--- src/rtl/d_cache_ctrl.sv ---
// d_cache_ctrl: front-end for the rv32i data cache.
// Runs a boot-time word preload, then round-robin arbitrates single-word
// core/debug accesses, one per cycle. Read data and range errors come back
// registered, one cycle after the grant.
module d_cache_ctrl #(
    parameter int DPW   = 32,
    parameter int Depth = 120,
    parameter int LenW  = 16
) (
    input  logic            clk,
    input  logic            arst_ni,
    // preload stream
    input  logic            pl_start,
    input  logic [DPW-1:0]  pl_base,
    input  logic [LenW-1:0] pl_len,
    input  logic            pl_valid,
    input  logic [DPW-1:0]  pl_data,
    output logic            pl_ready,
    output logic            pl_busy,
    output logic            pl_done,
    // core LSU
    input  logic            core_req,
    input  logic            core_we,
    input  logic [DPW-1:0]  core_addr,
    input  logic [DPW-1:0]  core_wd,
    output logic            core_gnt,
    output logic            core_rvalid,
    output logic [DPW-1:0]  core_rdata,
    // debug master
    input  logic            dbg_req,
    input  logic            dbg_we,
    input  logic [DPW-1:0]  dbg_addr,
    input  logic [DPW-1:0]  dbg_wd,
    output logic            dbg_gnt,
    output logic            dbg_rvalid,
    output logic [DPW-1:0]  dbg_rdata,
    output logic            err,
    // d_cache side
    output logic [DPW-1:0]  c_addr,
    output logic [DPW-1:0]  c_wd,
    output logic [DPW-1:0]  c_we,
    output logic            c_data_en,
    output logic [DPW-1:0]  c_input_addr,
    output logic [DPW-1:0]  c_input_data,
    input  logic [DPW-1:0]  c_rd
);

    // DONE is a one-cycle tail after PRELOAD: pl_done is high there and no
    // grants are issued, so a pending request wins the cycle after pl_done.
    typedef enum logic [1:0] {IDLE, PRELOAD, DONE} state_t;

    state_t          state_q, state_d;
    logic [DPW-1:0]  pl_addr_q, pl_addr_d;
    logic [LenW-1:0] pl_rem_q, pl_rem_d;
    logic            last_dbg_q;
    logic            pl_abort;

    // Whole word must fit: addr+3 < Depth, widened by one bit so it cannot wrap.
    function automatic logic in_range(input logic [DPW-1:0] a);
        return ({1'b0, a} + (DPW+1)'(3)) < (DPW+1)'(Depth);
    endfunction

    assign pl_busy = (state_q == PRELOAD);
    assign pl_done = (state_q == DONE);

    // Next state, arbitration and cache port drive.
    always_comb begin
        state_d      = state_q;
        pl_addr_d    = pl_addr_q;
        pl_rem_d     = pl_rem_q;
        pl_ready     = 1'b0;
        pl_abort     = 1'b0;
        core_gnt     = 1'b0;
        dbg_gnt      = 1'b0;
        c_addr       = '0;
        c_wd         = '0;
        c_we         = '0;
        c_data_en    = 1'b0;
        c_input_addr = '0;
        c_input_data = '0;
        case (state_q)
            IDLE: begin
                // Core wins a tie unless it was the last one served.
                if (core_req && (!dbg_req || last_dbg_q)) core_gnt = 1'b1;
                else if (dbg_req)                          dbg_gnt  = 1'b1;
                if (core_gnt) begin
                    c_addr = core_addr;
                    if (core_we && in_range(core_addr)) begin
                        c_wd = core_wd;
                        c_we = '1;
                    end
                end else if (dbg_gnt) begin
                    c_addr = dbg_addr;
                    if (dbg_we && in_range(dbg_addr)) begin
                        c_wd = dbg_wd;
                        c_we = '1;
                    end
                end
                if (pl_start) begin
                    state_d   = PRELOAD;
                    pl_addr_d = pl_base;
                    pl_rem_d  = pl_len;
                end
            end
            PRELOAD: begin
                if (pl_rem_q == '0) begin
                    state_d = DONE;
                end else if (!in_range(pl_addr_q)) begin
                    // Word would fall off the end: drop the rest of the image.
                    pl_abort = 1'b1;
                    state_d  = DONE;
                end else begin
                    pl_ready = 1'b1;
                    if (pl_valid) begin
                        c_data_en    = 1'b1;
                        c_input_addr = pl_addr_q;
                        c_input_data = pl_data;
                        pl_addr_d    = pl_addr_q + DPW'(4);
                        pl_rem_d     = pl_rem_q - LenW'(1);
                        if (pl_rem_q == LenW'(1)) state_d = DONE;
                    end
                end
            end
            DONE:    state_d = IDLE;
            default: state_d = IDLE;
        endcase
    end

    // State, preload cursor, RR pointer and registered responses.
    always_ff @(posedge clk or negedge arst_ni) begin
        if (!arst_ni) begin
            state_q     <= IDLE;
            pl_addr_q   <= '0;
            pl_rem_q    <= '0;
            last_dbg_q  <= 1'b1;
            core_rvalid <= 1'b0;
            dbg_rvalid  <= 1'b0;
            core_rdata  <= '0;
            dbg_rdata   <= '0;
            err         <= 1'b0;
        end else begin
            state_q     <= state_d;
            pl_addr_q   <= pl_addr_d;
            pl_rem_q    <= pl_rem_d;
            if (core_gnt || dbg_gnt) last_dbg_q <= dbg_gnt;
            core_rvalid <= core_gnt;
            dbg_rvalid  <= dbg_gnt;
            core_rdata  <= (core_gnt && !core_we && in_range(core_addr)) ? c_rd : '0;
            dbg_rdata   <= (dbg_gnt && !dbg_we && in_range(dbg_addr)) ? c_rd : '0;
            err         <= ((core_gnt || dbg_gnt) && !in_range(c_addr)) || pl_abort;
        end
    end

endmodule

--- config.mk ---
export PLATFORM = sky130hd
export DESIGN_NAME = d_cache_ctrl
export DESIGN_NICKNAME = d
export VERILOG_FILES = /design/src/rtl/d_cache_ctrl.sv
export SDC_FILE = /design/constraint.sdc
export NUM_CORES = 1
export LEC_CHECK = 0
export BUFFER_PORTS_ARGS = -buffer_cell sky130_fd_sc_hd__buf_4
export CORE_AREA = 2 2 184 186
export CTS_CLUSTER_SIZE = 28
export DETAILED_ROUTE_END_ITERATION = 8
export DIE_AREA = 0 0 186 188
export GPL_TIMING_DRIVEN = 0
export SYNTH_ARGS = -nofsm -noshare
export SYNTH_HDL_FRONTEND = slang
export SYNTH_SLANG_ARGS = --single-unit
--- constraint.sdc ---
create_clock -name clk -period 9.8 [get_ports clk]
set_input_delay 0.49 -clock clk [delete_from_list [all_inputs] [get_ports clk]]
set_output_delay 0.49 -clock clk [all_outputs]
set_load 0.01 [all_outputs]
==> reports/summary.txt, run 1 <==
outcome = complete, no violations
number of H-tree levels = 4
critical path's slowest cell = nor4_1
RR Endpoint = pl_addr_q[22]
largest net degree at the start of global routing = 86
root buffer cell = clkbuf_16
final setup margin = 4308 ps
Peak Freq = 0.1821 GHz
Post-Place Cells = 2032
clock buffer depth = 2
area occupied by registers = 2954 sq um
ratio of final minimum period to clock period = 0.5604
RSZ-0062 raised after global routing = false
Slew HR = 0.3222
max_cap viols = 0
Reg2Reg Launch Point = pl_addr_q[3]
Initial Util = 0.2614
power density over the cells = 196.9 nW/um^2
final setup fails = 0
Slew @ Worst Pin = 1017 ps
Die H = 188 um
fin area = 13350 sq um
synthesis-stage register bit count = 118
DRT Pass-1 Iters = 5
Min Hold Slack = 255.6 ps
critical path startpoint category = flop
vias per inst = 5.075
gr usage total = 0.2387
slowest stage delay, CP = 900 ps
min-delay src = pl_base[19]
drt initial violations = 818
Post-synth EDFFs = 0
Fillers = 3436
synthesized area per cell = 7.812 sq um
area of the multi-input gates = 4965 sq um
Tot Pwr = 2.629 mW
routability cong. = 0.9503
CP Capture Type = output port
Reg2Reg Setup Slack = 5040 ps
Area growth syn-to-layout = 54.25%
NetSw = 1.120 mW
drt drc = 0
Final HPWL DP = 34790 um
row cnt = 67
CTS Buf Count = 17
Final ANT Viol Nets = 0
hold-critical path depth = 3
register share of total power = 0.278
Switching Fraction = 0.4259
share of layout cells above drive strength 1 = 0.3500
kind of critical path = reg -> out
DP Area = 12730 sq um
Final Util = 0.4032
grt ovf = 0
global-route wire length before repair = 62850 um
crit path time final = 5492 ps
initial antenna violation count = 0
CTS clk-pin slew, worst paths = 60 ps
fin cells = 2065
final net count = 1856
WL final = 42430 um
Final Max Slew Viols = 0
Clk Latency, worst-skew pair = 430 ps
Core ar. = 33110 sq um
Async SR Flop Fraction = 1.000
Comb pwr share = 0.469
TNS Setup = 0 ps
WHS Endpoint = pl_addr_q[19]
routed vias = 10479
worst vdd rail ir drop = 0.1223 mV
Critical Path, Cell by Cell = ha_1 -> nand4_1 -> clkbuf_1 -> nor4_1 -> nand4_1 -> xor2_1 -> o2111a_1 -> nor4b_1 -> and3_1 -> clkbuf_1 -> and2_1 -> buf_4
crit path max fanout = 10
I/O Pins = 481
number of post-CTS setup repair buffers = 0
skew final = 14.93 ps
clock sinks = 118
Die ar. = 34970 sq um
warning count from the yosys run = 0
Die Wd = 186 um
TritonCTS clock tree = done
number of gates resized after CTS = 0
clock share of power = 0.253
antenna cells = 0
Yosys cell types = 75
Data required, critical path = 9310 ps
top_reg_cell synth = dfrtp_1
Internal = 1.509 mW
final hold vios = 0
setup slack at placement = 4842 ps
Arrival @ worst endpoint = 5000 ps
post-synthesis cell count = 1108
post-DR wirelength/cell = 20.55 um
sequential cell area fraction in the yosys report = 0.3413
Static Leak = 6.526 nW
IO Port Bufs = 450
Hold Path Class = in -> reg
R2R cell count = 13
number of global-route vias before repair = 10352
synthesized area = 8656 sq um
-- worst max-delay path by stage --
| stage | slack [ps] | to | start | depth (start not counted) |
|---|---|---|---|---|
| after floorplan | 6030 | c_we[10] | core_addr[12] | 10 |
| after global placement | 4860 | c_input_data[1] | pl_addr_q[3] | 12 |
| after detailed placement | 4840 | c_input_data[25] | pl_addr_q[3] | 12 |
| after CTS | 4360 | c_input_data[25] | pl_addr_q[3] | 12 |
| after global routing | 4040 | c_input_data[25] | pl_addr_q[3] | 12 |
| final | 4310 | c_input_data[27] | pl_addr_q[3] | 12 |
-- repair_timing --
item | CTS | global route
setup endpoints to repair | 0 | 0
endpoints found under the hold margin | 33 | 0
hold buffers | 1 | 0
-- Yosys cell counts, types with 3 or more instances --
cell type | count | share of area
nor4_1 | 30 | 0.022
a22oi_1 | 9 | 0.0078
buf_4 | 57 | 0.049
a31oi_1 | 9 | 0.0065
and2_1 | 111 | 0.080
mux2i_1 | 6 | 0.0069
nand4_1 | 34 | 0.025
ha_1 | 4 | 0.0058
nand2_1 | 135 | 0.059
or2_2 | 5 | 0.0036
a311oi_1 | 3 | 0.0030
or4_1 | 7 | 0.0061
o22ai_1 | 12 | 0.0087
o21ai_0 | 33 | 0.019
a21o_1 | 3 | 0.0026
o32ai_1 | 3 | 0.0030
nor4b_1 | 5 | 0.0051
o2111ai_1 | 7 | 0.0071
o2111a_1 | 3 | 0.0039
o32a_1 | 4 | 0.0046
o211ai_1 | 5 | 0.0043
clkbuf_1 | 59 | 0.026
a22o_1 | 16 | 0.016
a211oi_1 | 9 | 0.0078
nand2b_1 | 9 | 0.0065
or3_1 | 7 | 0.0051
nor2_1 | 74 | 0.032
inv_1 | 32 | 0.014
xnor2_1 | 9 | 0.0091
dfrtp_1 | 117 | 0.34
nor3_1 | 32 | 0.019
and4_1 | 13 | 0.013
o22a_1 | 8 | 0.0081
buf_2 | 7 | 0.0040
nor2b_1 | 7 | 0.0051
a21boi_0 | 3 | 0.0026
o21a_1 | 4 | 0.0035
a211o_1 | 7 | 0.0071
a2111oi_0 | 4 | 0.0040
nand3_1 | 45 | 0.026
and3_1 | 16 | 0.012
a21oi_1 | 95 | 0.055
xor2_1 | 6 | 0.0061
-- kinds of logic after synthesis --
| group | synth area share |
|---|---|
| xor gates and xnor gates | 0.01518 |
| adders and majority gates | 0.005782 |
| and+or+nand+nor | 0.3249 |
| muxes | 0.009540 |
| other | 0.0004332 |
| buffers and inverters | 0.09511 |
| AOI/OAI and AO/OA | 0.2077 |
| DFF | 0.3413 |
-- worst max-delay path: cells and delay by family (launching register included) --
| family | cells | cell delay, ps |
|---|---|---|
| simple gates | 6 | 2660 |
| xor+xnor | 1 | 220 |
| buf+inv | 3 | 730 |
| flops | 1 | 460 |
| compound gates | 1 | 210 |
| fa+ha+maj | 1 | 290 |
-- layout by cell type, fill, tap and decap left out, types with 12 or more instances in the layout --
cell type / Yosys / final
buf_4: 57 / 506
nand2_1: 135 / 135
dfrtp_1: 117 / 117
and2_1: 111 / 111
a21oi_1: 95 / 95
nor2_1: 74 / 74
clkbuf_1: 59 / 62
nand3_1: 45 / 45
nand4_1: 34 / 34
o21ai_0: 33 / 33
inv_1: 32 / 32
nor3_1: 32 / 32
nor4_1: 30 / 30
conb_1: 1 / 24
clkbuf_16: 0 / 17
a22o_1: 16 / 16
and3_1: 16 / 16
and4_1: 13 / 13
o22ai_1: 12 / 12
-- power groups by stage --
stage | Sequential [mW] | Combinational [mW] | Clock (mW)
after global routing | 0.751 | 1.36 | 0.704
after CTS | 0.729 | 1.23 | 0.680
after detailed placement | 0.736 | 1.22 | 0
final | 0.731 | 1.23 | 0.665
after global placement | 0.731 | 1.21 | 0
after floorplan | 0.693 | 0.722 | 0
-- registers in the layout (all words and copies together) (netlist names) --
signal	flops
err	1
core_rvalid	1
last_dbg_q	1
pl_rem_q	16
core_rdata	32
dbg_rdata	32
state_q	2
pl_addr_q	32
dbg_rvalid	1
-- routing by layer --
layer | track usage | wire length (um) | vias to the layer above
met5 | 0 | 0 | -
met4 | 0.07571 | 1242 | 0
met3 | 0.06079 | 3423 | 71
met2 | 0.4311 | 21730 | 533
met1 | 0.2720 | 16030 | 4970
li1 | - | - | 4905
-- cell type report --
| type | instances | share of cell area |
|---|---|---|
| plain buffers | 125 | 0.05182 |
| well taps | 448 | 0.04198 |
| repair buffers | 454 | 0.2572 |
| inverters | 35 | 0.009840 |
| clock inverters | 12 | 0.01331 |
| flip-flops and latches | 118 | 0.2213 |
| multi-input cells | 853 | 0.3718 |
| clock buffers | 20 | 0.03271 |
Power figures use the tool's default switching activity.
==> run 2, diff against run 1 <==
--- a/config.mk
+++ b/config.mk
@@ -6,10 +6,10 @@
 export NUM_CORES = 1
 export LEC_CHECK = 0
 export BUFFER_PORTS_ARGS = -buffer_cell sky130_fd_sc_hd__buf_4
-export CORE_AREA = 2 2 184 186
+export CORE_AREA = 2 2 188 190
 export CTS_CLUSTER_SIZE = 28
 export DETAILED_ROUTE_END_ITERATION = 8
-export DIE_AREA = 0 0 186 188
+export DIE_AREA = 0 0 190 192
 export GPL_TIMING_DRIVEN = 0
 export SYNTH_ARGS = -nofsm -noshare
 export SYNTH_HDL_FRONTEND = slang
==> constraint.sdc (replaced) <==
create_clock -name clk -period 4.9 [get_ports clk]
set_input_delay 0.245 -clock clk [delete_from_list [all_inputs] [get_ports clk]]
set_output_delay 0.245 -clock clk [all_outputs]
set_load 0.01 [all_outputs]
==> reports/summary.txt, run 2 (synthesized netlist as in run 1, its figures left out) <==
drt drc = 0 (unchanged)
TritonCTS clock tree = done
hold-critical path depth = 3 (unchanged)
Fillers = 3598 (+4.7%)
NetSw = 2.241 mW (+100%)
Final HPWL DP = 33570 um (-3.5%)
Final Max Slew Viols = 0 (unchanged)
final setup margin = 245.1 ps (-4063 ps)
commonest non-fill, non-tap cell in the layout = buf_4
power density over the cells = 395.4 nW/um^2 (+100%)
global-route wire length before repair = 59860 um (-4.8%)
IO Port Bufs = 450 (unchanged)
Initial Util = 0.2524 (-0.008957)
TNS Setup = 0 ps (unchanged)
CTS Buf Count = 17 (unchanged)
Final ANT Viol Nets = 0 (unchanged)
crit path time final = 4655 ps
CTS clk-pin slew, worst paths = 60 ps (about the same)
initial antenna violation count = 1 (+1)
setup slack at placement = 229.2 ps (-4613 ps)
root buffer cell = clkbuf_16
share of layout cells above drive strength 1 = 0.3541 (+0.004071)
number of H-tree levels = 4 (unchanged)
gr usage total = 0.2162 (-0.02253)
Internal = 3.085 mW (+100%)
final setup fails = 0 (unchanged)
Area growth syn-to-layout = 55.64%
WP depth = 10 (-2)
Die H = 192 um (+2.1%)
worst vdd rail ir drop = 0.2566 mV (+110%)
ratio of final minimum period to clock period = 0.9500
Core ar. = 34290 sq um (+3.5%)
R2R cell count = 11 (-2)
clock buffer depth = 2 (unchanged)
final hold vios = 0 (unchanged)
Die ar. = 36480 sq um (+4.3%)
grt ovf = 0 (unchanged)
max_cap viols = 0 (unchanged)
Comb pwr share = 0.466 (-0.003)
Buf/Inv on CP = 2 (-1)
Critical Path, Cell by Cell = ha_1 -> nand4_1 -> or4_1 -> a2111oi_0 -> o2111ai_1 -> nor4b_2 -> and3_1 -> clkbuf_1 -> and2_1 -> buf_4
critical path startpoint category = flop
kind of critical path = reg -> out
RSZ-0062 raised after global routing = false
skew final = 13.48 ps (-1.453 ps)
top flop regs = core_rdata: 32 flops, dbg_rdata: 32 flops, pl_addr_q: 32 flops
Arrival @ worst endpoint = 4410 ps (-590 ps)
I/O Pins = 481 (unchanged)
vias per inst = 5.033 (-0.82%)
Hold Path Class = in -> reg
routability cong. = 0.9598 (+1.0%)
Clk Latency, worst-skew pair = 430 ps (about the same)
Static Leak = 6.571 nW (+0.69%)
DRT Pass-1 Iters = 5 (unchanged)
Data required, critical path = 4660 ps (-4650 ps)
slowest stage delay, CP = 630 ps (-270 ps)
outcome = complete, no violations
clock sinks = 118 (unchanged)
register share of total power = 0.275 (-0.003)
Peak Freq = 0.2148 GHz
post-DR wirelength/cell = 19.76 um (-3.9%)
WL final = 41050 um (-3.3%)
CP Capture Type = output port
Switching Fraction = 0.4208 (-0.005086)
Die Wd = 190 um (+2.2%)
most frequent cells in the layout = 508 x buf_4, 135 x nand2_1, 117 x dfrtp_1, 111 x and2_1, 95 x a21oi_1
drt initial violations = 574 (-30%)
Tot Pwr = 5.326 mW (+100%)
Reg2Reg Setup Slack = 630 ps (-4410 ps)
largest net degree at the start of global routing = 86 (unchanged)
clock share of power = 0.259 (+0.006)
Slew @ Worst Pin = 1041 ps (+24.70 ps)
Min Hold Slack = 17.40 ps (-238.2 ps)
Worst path top cell family by delay = simple AND/OR/NAND/NOR gates
routed vias = 10459 (-0.19%)
Slew HR = 0.2984 (-0.02380)
number of global-route vias before repair = 10169 (-1.8%)
row cnt = 68 (+1.5%)
critical path's slowest cell = or4_1
final net count = 1860 (+0.22%)
crit path max fanout = 10 (unchanged)
==> run 2: per-stage QoR <==
step / area [sq um] / utilization / instances
after floorplan: 8742 / - / 1131
after global routing: 13470 / 0.3928 / 2076
after global placement: 12690 / 0.3701 / 2036
final: 13470 / 0.3929 / 2078
after detailed placement: 12730 / 0.3713 / 2037
after CTS: 13440 / 0.3919 / 2074
==> run 2: worst register-to-register path, delay by kind of cell (launching register included) <==
| kind | cells | cell delay [ps] |
|---|---|---|
| flip-flops | 1 | 460 |
| AO/OA/AOI/OAI | 3 | 1090 |
| buffers and inverters | 2 | 570 |
| AND/OR/NAND/NOR | 5 | 1730 |
| adder cells (fa/ha/maj) | 1 | 300 |
==> run 2: layer usage <==
layer / global-route usage / vias up / wire, um
met5: 0 / - / 0
met4: 0.07484 / 0 / 1269
met3: 0.05847 / 73 / 3485
met2: 0.3964 / 532 / 20990
met1: 0.2399 / 4935 / 15310
li1: - / 4919 / -
==> run 2: layout make-up <==
| type | instances | area (sq um) | share of cell area |
|---|---|---|---|
| multi-input combinational | 853 | 4996 | 0.3709 |
| timing repair buffer | 458 | 3475 | 0.2579 |
| sequential | 118 | 2954 | 0.2193 |
| buffer | 125 | 693.2 | 0.05145 |
| tap | 455 | 569.3 | 0.04226 |
| clock buffer | 20 | 446.7 | 0.03316 |
| clock inverter | 12 | 201.4 | 0.01495 |
| inverter | 35 | 131.4 | 0.009752 |
| antenna | 2 | 5.005 | 0.0003715 |
==> run 2: power groups by stage <==
| stage | sequential [mW] | combinational [mW] | clock [mW] |
|---|---|---|---|
| after floorplan | 1.39 | 1.44 | 0 |
| after global placement | 1.47 | 2.44 | 0 |
| after detailed placement | 1.47 | 2.46 | 0 |
| after CTS | 1.46 | 2.47 | 1.41 |
| after global routing | 1.50 | 2.72 | 1.46 |
| final | 1.46 | 2.48 | 1.38 |
==> run 2: final timing paths <==
path                                     to          from
max                        c_input_data[25]  pl_addr_q[3]
min                            pl_addr_q[1]    pl_base[1]
max reg2reg                   pl_addr_q[22]  pl_addr_q[3]
min reg2reg                      last_dbg_q    last_dbg_q
max in group asynchronous     core_rdata[0]       arst_ni
min in group asynchronous      pl_addr_q[7]       arst_ni
==> run 2: repair_timing <==
action | 4_1_cts | 5_1_grt
setup endpoints to repair | 40 | 78
hold buffers | 5 | 0
setup buffers | 0 | 2
gates cloned | 0 | 0
pin swaps | 0 | 1
resized for setup | 1 | 5
hold endpoints to repair | 36 | 0
==> run 3, diff against run 2 <==
--- a/config.mk
+++ b/config.mk
@@ -6,10 +6,11 @@
 export NUM_CORES = 1
 export LEC_CHECK = 0
 export BUFFER_PORTS_ARGS = -buffer_cell sky130_fd_sc_hd__buf_4
-export CORE_AREA = 2 2 188 190
+export CORE_AREA = 2 2 185 187
+export CTS_BUF_LIST = sky130_fd_sc_hd__clkbuf_4
 export CTS_CLUSTER_SIZE = 28
 export DETAILED_ROUTE_END_ITERATION = 8
-export DIE_AREA = 0 0 190 192
+export DIE_AREA = 0 0 187 189
 export GPL_TIMING_DRIVEN = 0
 export SYNTH_ARGS = -nofsm -noshare
 export SYNTH_HDL_FRONTEND = slang
==> reports/summary.txt, run 3 (synthesized netlist as in run 1, its figures left out) <==
outcome = complete, no violations
Arrival @ worst endpoint = 4390 ps (-20 ps)
I/O Pins = 481 (unchanged)
clock share of power = 0.153 (-0.106)
IO Port Bufs = 450 (unchanged)
Die Wd = 187 um (-1.6%)
post-DR wirelength/cell = 19.92 um (+0.84%)
Final ANT Viol Nets = 0 (unchanged)
CTS clk-pin slew, worst paths = 110 ps (+50 ps)
global-route wire length before repair = 63410 um (+5.9%)
min-delay src = pl_base[6]
DRT Pass-1 Iters = 5 (unchanged)
Data required, critical path = 4660 ps (about the same)
Hold Path Class = in -> reg
drt initial violations = 692 (+21%)
routed vias = 10887 (+4.1%)
Worst path top cell family by delay = simple AND/OR/NAND/NOR gates
Clk Latency, worst-skew pair = 560 ps (+130 ps)
critical path's slowest cell = nor4_1
ratio of final minimum period to clock period = 0.9466 (-0.003415)
most frequent cells in the layout = 506 x buf_4, 135 x nand2_1, 117 x dfrtp_1, 111 x and2_1, 95 x a21oi_1
Switching Fraction = 0.4674 (+0.04662)
RSZ-0062 raised after global routing = false
Tot Pwr = 4.722 mW (-11%)
clock sinks = 118 (unchanged)
number of H-tree levels = 4 (unchanged)
grt ovf = 0 (unchanged)
Buf/Inv on CP = 3 (+1)
Critical Path, Cell by Cell = ha_1 -> nand4_1 -> clkbuf_1 -> nor4_1 -> nand2b_1 -> o311a_1 -> o2111ai_1 -> nor4b_4 -> and3_1 -> clkbuf_1 -> and2_1 -> buf_4
most used cell along the critical path = clkbuf_1
R2R cell count = 10 (-1)
slowest stage delay, CP = 570 ps (-60 ps)
routability cong. = 0.9456 (-1.5%)
skew final = 26.90 ps (+13.43 ps)
register share of total power = 0.310 (+0.035)
Slew HR = 0.3884 (+0.08996)
vias per inst = 5.083 (+0.98%)
crit path max fanout = 10 (unchanged)
Slew @ Worst Pin = 917.5 ps (-123.9 ps)
Initial Util = 0.2601 (+0.007640)
crit path time final = 4638 ps (-16.73 ps)
CTS Buf Count = 17 (unchanged)
WHS Endpoint = pl_addr_q[6]
Final HPWL DP = 34540 um (+2.9%)
commonest non-fill, non-tap cell in the layout = buf_4
TritonCTS clock tree = done
top flop regs = core_rdata: 32 flops, dbg_rdata: 32 flops, pl_addr_q: 32 flops
largest net degree at the start of global routing = 87 (+1.2%)
share of layout cells above drive strength 1 = 0.3396 (-0.01446)
worst vdd rail ir drop = 0.2160 mV (-16%)
number of post-CTS setup repair buffers = 0 (unchanged)
kind of critical path = reg -> out
row cnt = 67 (-1.5%)
clock buffer depth = 2 (unchanged)
final hold vios = 0 (unchanged)
CP Capture Type = output port
Core ar. = 33280 sq um (-2.9%)
Die H = 189 um (-1.6%)
Die ar. = 35340 sq um (-3.1%)
Area growth syn-to-layout = 59.70%
number of global-route vias before repair = 10576 (+4.0%)
WL final = 42670 um (+3.9%)
Peak Freq = 0.2156 GHz (+0.36%)
power density over the cells = 341.6 nW/um^2 (-14%)
final net count = 1930 (+3.8%)
NetSw = 2.207 mW (-1.5%)
Comb pwr share = 0.537 (+0.071)
final setup fails = 0 (unchanged)
Reg2Reg Launch Point = last_dbg_q
root buffer cell = clkbuf_4
hold-critical path depth = 4 (+1)
TNS Setup = 0 ps (unchanged)
Final Max Slew Viols = 0 (unchanged)
Internal = 2.515 mW (-18%)
RR Endpoint = err
critical path startpoint category = flop
gr usage total = 0.2336 (+0.01743)
initial antenna violation count = 5 (+4)
drt drc = 0 (unchanged)
Reg2Reg Setup Slack = 530 ps (-100 ps)
max_cap viols = 0 (unchanged)
Static Leak = 6.712 nW (+2.2%)
-- run 3: changes by cell type in the layout (fill, tap and decap cells not counted), sizes merged --
cell / change
inv: +1
clkbuf: -1
clkinvlp: +2
buf: -2
bufinv: -3
diode: +2
dlygate4sd3: +72
-- run 3: worst max path at each step --
stage                 startpoint                to  cells after the start
finish              pl_addr_q[3]  c_input_data[23]                     12
global route        pl_addr_q[3]  c_input_data[23]                     11
detailed placement  pl_addr_q[3]     pl_addr_q[22]                     13
CTS                 pl_addr_q[3]  c_input_data[28]                     11
global placement    pl_addr_q[3]     pl_addr_q[22]                     13
floorplan             last_dbg_q               err                     10
-- run 3: area by class of cell --
class / instances / area [sq um]
diodes: 4 / 10.01
clock inverters: 12 / 131.4
multi-input cells: 853 / 5020
inverters: 35 / 131.4
well taps: 448 / 560.5
repair buffers: 528 / 4180
clock buffers: 19 / 142.6
flip-flops and latches: 118 / 2954
plain buffers: 125 / 693.2
fillers: 3371 / 19460
-- run 3: worst reg2reg max path, stage by stage, from the launching register on --
cell       delay [ps]
dfstp_2           600
nand2b_1          150
buf_4             210
nand4_1           140
a222oi_1          850
nand4_1           480
or3_1             530
a2111oi_0         500
xnor2_1           190
nand3_1           110
or4b_1            480
-- run 3: routing by layer --
| metal | vias to the layer above | wire length (um) | GRT usage | share of wire |
|---|---|---|---|---|
| li1 | 5070 | - | - | - |
| met1 | 5185 | 16470 | 0.2658 | 0.39 |
| met2 | 555 | 21690 | 0.4241 | 0.51 |
| met3 | 75 | 3150 | 0.05931 | 0.074 |
| met4 | 2 | 1345 | 0.08059 | 0.032 |
| met5 | - | 12 | 0 | 0.00028 |
-- run 3: repair_timing --
action,4_1_cts,5_1_grt
hold endpoints to repair,225,0
endpoints found under the setup margin,46,91
gates resized for setup,3,8
hold buffers,77,0
gates cloned,0,0
-- run 3: power by group through the flow --
stage                     Sequential, mW  Clock [mW]  Combinational (mW)
after floorplan                     1.39           0                1.44
after global placement              1.47           0                2.43
after detailed placement            1.47           0                2.45
after CTS                           1.46       0.753                2.51
after global routing                1.50       0.794                2.77
final                               1.46       0.723                2.54
-- run 3: through the flow --
step / hold WS [ps] / utilization / cells / area (sq um) / worst slack (ps)
after global routing: 22.31 / 0.4154 / 2142 / 13820 / 14.59
after floorplan: -50.59 / - / 1131 / 8742 / 1353
after CTS: 1.162 / 0.4141 / 2138 / 13780 / 109.6
after detailed placement: 164.6 / 0.3823 / 2030 / 12720 / 257.6
after global placement: 438.4 / 0.3810 / 2029 / 12680 / 166.5
final: 67.56 / 0.4154 / 2142 / 13820 / 261.8
